File: config.mk
export PLATFORM = sky130hd
export DESIGN_NAME = key_input_pio
export DESIGN_NICKNAME = d
export VERILOG_FILES = /design/src/rtl/key_input_pio.sv
export SDC_FILE = /design/constraint.sdc
export NUM_CORES = 1
export LEC_CHECK = 0
export BUFFER_PORTS_ARGS = -buffer_cell sky130_fd_sc_hd__buf_2
export CAP_MARGIN = 15
export CORE_ASPECT_RATIO = 1.5
export CORE_UTILIZATION = 45
export DETAILED_ROUTE_END_ITERATION = 8
export PLACE_DENSITY_LB_ADDON = 0.12
export SETUP_SLACK_MARGIN = 0.15
export SLEW_MARGIN = 20
export SYNTH_ARGS = -nofsm -noshare
export SYNTH_HDL_FRONTEND = slang
export SYNTH_SLANG_ARGS = --single-unit
File: constraint.sdc
create_clock -name clk -period 2.3 [get_ports clk]
set_input_delay 0.46 -clock clk [delete_from_list [all_inputs] [get_ports clk]]
set_output_delay 0.46 -clock clk [all_outputs]
set_load 0.02 [all_outputs]
File: src/rtl/key_input_pio.sv
// rtl/key_input_pio.sv - debounced key/switch input port with sticky edge capture and level irq
module key_input_pio #(
    parameter int                WIDTH           = 4,
    parameter int                DEBOUNCE_CYCLES = 50000,
    parameter int                EDGE_TYPE       = 1,
    parameter logic [WIDTH-1:0]  IDLE_VALUE      = {WIDTH{1'b1}}
) (
    input  logic             clk,
    input  logic             reset_n,
    input  logic [1:0]       address,
    input  logic             chipselect,
    input  logic             write_n,
    input  logic [31:0]      writedata,
    input  logic [WIDTH-1:0] in_port,
    output logic [31:0]      readdata,
    output logic             irq
);

    localparam int             CW      = $clog2(DEBOUNCE_CYCLES + 1);
    localparam logic [CW-1:0]  CNT_MAX = CW'(DEBOUNCE_CYCLES - 1);

    localparam logic [1:0] ADDR_DATA    = 2'd0;
    localparam logic [1:0] ADDR_IRQMASK = 2'd1;
    localparam logic [1:0] ADDR_EDGECAP = 2'd3;

    logic [WIDTH-1:0] sync1;
    logic [WIDTH-1:0] sync2;
    logic [WIDTH-1:0] stable;
    logic [WIDTH-1:0] prev;
    logic [CW-1:0]    cnt [WIDTH];
    logic [WIDTH-1:0] irqmask;
    logic [WIDTH-1:0] edgecapture;
    logic [WIDTH-1:0] rise;
    logic [WIDTH-1:0] fall;
    logic [WIDTH-1:0] edge_event;
    logic [WIDTH-1:0] read_sel;
    logic             wr_en;

    assign wr_en = chipselect & ~write_n;

    // Upper write-data bits have no storage behind them when WIDTH < 32.
    generate
        if (WIDTH < 32) begin : g_unused_wdata
            logic unused_wdata;
            assign unused_wdata = ^writedata[31:WIDTH];
        end
    endgenerate

    // Two-flop synchroniser; resets to the idle level so no edge appears on reset release.
    always_ff @(posedge clk or negedge reset_n) begin
        if (!reset_n) begin
            sync1 <= IDLE_VALUE;
            sync2 <= IDLE_VALUE;
        end else begin
            sync1 <= in_port;
            sync2 <= sync1;
        end
    end

    // Per-bit debounce: a new level must persist DEBOUNCE_CYCLES cycles; any bounce restarts the count.
    always_ff @(posedge clk or negedge reset_n) begin
        if (!reset_n) begin
            stable <= IDLE_VALUE;
            for (int i = 0; i < WIDTH; i++) begin
                cnt[i] <= '0;
            end
        end else begin
            for (int i = 0; i < WIDTH; i++) begin
                if (sync2[i] == stable[i]) begin
                    cnt[i] <= '0;
                end else if (cnt[i] == CNT_MAX) begin
                    stable[i] <= sync2[i];
                    cnt[i]    <= '0;
                end else begin
                    cnt[i] <= cnt[i] + 1'b1;
                end
            end
        end
    end

    // Previous copy of the debounced level for edge detection.
    always_ff @(posedge clk or negedge reset_n) begin
        if (!reset_n) begin
            prev <= IDLE_VALUE;
        end else begin
            prev <= stable;
        end
    end

    assign rise = stable & ~prev;
    assign fall = ~stable & prev;

    // Select which transitions count as events.
    always_comb begin
        edge_event = rise | fall;
        case (EDGE_TYPE)
            0:       edge_event = rise;
            1:       edge_event = fall;
            default: edge_event = rise | fall;
        endcase
    end

    // Interrupt mask register.
    always_ff @(posedge clk or negedge reset_n) begin
        if (!reset_n) begin
            irqmask <= '0;
        end else if (wr_en && address == ADDR_IRQMASK) begin
            irqmask <= writedata[WIDTH-1:0];
        end
    end

    // Sticky edge capture, write-1-to-clear; a new event in the clearing cycle wins.
    always_ff @(posedge clk or negedge reset_n) begin
        if (!reset_n) begin
            edgecapture <= '0;
        end else if (wr_en && address == ADDR_EDGECAP) begin
            edgecapture <= (edgecapture & ~writedata[WIDTH-1:0]) | edge_event;
        end else begin
            edgecapture <= edgecapture | edge_event;
        end
    end

    assign irq = |(edgecapture & irqmask);

    // Combinational read mux, zero-extended; reserved address reads zero.
    always_comb begin
        read_sel = '0;
        case (address)
            ADDR_DATA:    read_sel = stable;
            ADDR_IRQMASK: read_sel = irqmask;
            ADDR_EDGECAP: read_sel = edgecapture;
            default:      read_sel = '0;
        endcase
        readdata               = '0;
        readdata[WIDTH-1:0]    = read_sel;
    end

endmodule

==> qor.log <==
[critical_path] critical path's slowest cell dfstp_2
[cts] CTS Hold Buffers Added 0
[placement] global placer's final weighted congestion 0.790
[die] core area 0.00920 sq mm
[cts] Worst-path clk slew 0.06 ns
[logic_synthesis] Syn Inst Count 415
[sta] unrepaired setup endpoints after global routing no
[logic_synthesis] number of register bits inferred by synthesis 88
[cts] insertion delay of the later-clocked pin in the worst-skew pair 0.34 ns
[grt] antenna violations before repair 0
[route] Avg WL per Cell 13.5 um
[power_and_ir_drop] Leakage Power 1.95 nW
[critical_path] signal arrival time at the worst endpoint 1.41 ns
[grt] number of global-route vias before repair 2,861
[sta] worst-case clock skew 0.00583 ns
[route] Total Routed Length 7530 um
[sta] crit share post-route 81.4%
[logic_synthesis] count of flip-flops with a built-in enable after synthesis 0
[cts] clock sink total 88
[route] DRC viols 0
[cts] CTS tree yes
[sta] accumulated negative setup slack 0 ns
[placement] Port Buffer Count 18
[placement] dpl hpwl 5150 um
[critical_path] Critical Path End Type output pin
[power_and_ir_drop] Peak supply drop 0.412 mV
[finish] diode insertion count for antenna repair 0
[finish] Layout Area Growth over Synthesis 10.5%
[logic_synthesis] most common flop cell mapped by yosys dfrtp_1
[critical_path] Buffers & Inverters on Critical Path 1
[die] Horiz. Die Dim 81.5 um
[finish] number of nets at the end of the flow 488
[grt] total routing resource utilization after global routing 17.7%
[sta] final-report setup violation count 0
[logic_synthesis] warning count from the yosys run 0
[finish] Layout Cells excl Fill 559
[route] via density per instance 5.06
[critical_path] Setup crit start kind flip-flop
[power_and_ir_drop] Pwr Total 3.38 mW
[critical_path] worst-path cell chain mux2i_1 -> o21ai_0 -> buf_2
[sta] Worst-Margin Slew 0.526 ns
[finish] proportion of layout cells with a drive suffix above 1 14.5%
[die] overall die height 121 um
[sta] hold slack final 0.0130 ns
[cts] maximum count of clock buffers along a single path 2
[die] die area 0.00988 sq mm
[critical_path] CP max FO 5
[critical_path] required time of the critical path 1.84 ns
[hold_path] worst hold path class primary input to asynchronous set/reset pin
[critical_path] kind of critical path flip-flop to output pin
[run] max_cap viols 0
[critical_path] stage delay of the slowest cell on the critical path 0.57 ns
[cts] H-tree depth 3
[logic_synthesis] average instance area after synthesis 10.3 sq um
[logic_synthesis] area of the mapped netlist 0.00427 sq mm
[grt] wire length of the first global-routing pass 13,300 um
[logic_synthesis] unique cell type count in the Yosys netlist 29
[placement] placed cells 543
[sta] count of final max-slew check failures 0
[sta] final hold violations 0
[route] drt pass-1 iters 4
[grt] total overflow reported by the global router 0
[sta] final worst path period need 1.87 ns
[cts] cell at the root of the clock tree clkbuf_16
[cts] number of buffers inserted during clock tree synthesis 9
[sta] timing-limited maximum frequency 534 MHz
[route] Iter 0 DRT Violations 150
[power_and_ir_drop] cell area power density 718 mW/mm^2
[logic_synthesis] part of the Yosys area used for sequential elements 52.1%
[die] initial core utilization 46.4%
[run_status] outcome finished clean
[logic_synthesis] async set-reset flop share out of synthesis 100%
[critical_path] top cell family by delay on the critical path flip-flops
[route] number of nets with antenna violations after routing 0
[die] Row Count 43
[sta] Max transition margin 64.9%
[cts] # Post-CTS Setup Buffers 0
[route] count of vias placed by the detailed router 2,828
[cts] CTS resizes 0
[grt] maximum number of pins on one net before global-route repair 47
[die] number of primary I/O pins 75
-- layout make-up --
class | instances | area, sq um
clock inverter | 5 | 55.1
fill | 839 | 4490
clock buffer | 11 | 253
inverter | 16 | 60.1
multi-input combinational | 304 | 1840
tap | 112 | 140
sequential | 88 | 2220
timing repair buffer | 23 | 143
-- synthesized netlist by cell type (all sizes together) (12+ instances only) --
cell type  count  share of area, %
dfrtp         72                42
nor2          69               6.1
xnor2         48               9.9
buf           32               5.5
nand3         28               3.3
nand2         22               1.9
nor4          17               2.5
dfstp         16               9.9
inv           16               1.4
nand4         16               2.3
nor3          16               1.9
xor2          12               2.5
-- cells by family (layout without fill, tap and decap cells) --
group / after synthesis / after routing / share of synthesized area [%]
AO/OA/AOI/OAI: 11 / 11 / 1.94
XOR/XNOR: 60 / 60 / 12.3
adder cells (fa/ha/maj): 4 / 4 / 1.17
buffers and inverters: 50 / 55 / 7.13
flip-flops: 88 / 88 / 52.1
multiplexers: 12 / 12 / 3.05
other: 1 / 28 / 0.0879
AND/OR/NAND/NOR: 189 / 189 / 22.2
-- stage by stage --
step                      utilization [%]  instance area, sq um  worst slack [ns]
after detailed placement             47.9                  4410             0.604
after floorplan                         -                  4370             0.602
final                                51.2                  4710             0.428
after global placement               47.9                  4410             0.610
after global routing                 51.2                  4710             0.337
after CTS                            51.2                  4710             0.401
-- final timing paths --
path | slack, ns | cells after the start | start | endpoint
setup / recovery | 0.43 | 3 | stable[2] | readdata[2]
hold / removal | 0.01 | 1 | reset_n | cnt[52]
setup reg to reg | 0.59 | 4 | cnt[36] | cnt[45]
hold reg to reg | 0.35 | 0 | sync1[2] | sync2[2]
max in group asynchronous | 1.64 | 2 | reset_n | prev[2]
min in group clk | 0.21 | 1 | in_port[0] | sync1[0]
-- cell usage in the layout (no fill, tap or decap), types with 9 or more instances in the layout --
master	instances
dfrtp_1	72
nor2_1	69
xnor2_1	48
nand3_1	28
conb_1	28
nand2_1	22
nor4_1	17
buf_2	17
nand4_1	16
inv_1	16
nor3_1	16
dfstp_2	16
xor2_1	12
clkbuf_16	9
-- worst register-to-register path, delay by kind of cell, from the launching register on --
| kind | cells | cell delay, ns |
|---|---|---|
| simple gates | 4 | 1.13 |
| flops | 1 | 0.43 |
-- flip-flops by register name, indices dropped and copies added (netlist names) --
name         cells
prev             4
sync1            4
cnt             64
edgecapture      4
stable           4
irqmask          4
sync2            4
-- power by group --
group          internal (mW)  switching [mW]  total (mW)
clock network          0.897           0.601        1.50
logic                 0.0750           0.159       0.234
registers               1.61          0.0433        1.65
-- routing by layer --
metal | track usage (%) | up-vias | share of wire (%)
met3 | 3.23 | 13 | 2.8
met2 | 27.7 | 51 | 48
li1 | - | 1418 | -
met5 | 0 | - | 0
met1 | 23.2 | 1346 | 48
met4 | 9.04 | 0 | 1.9
No activity file was read; power rests on OpenSTA's default activity.
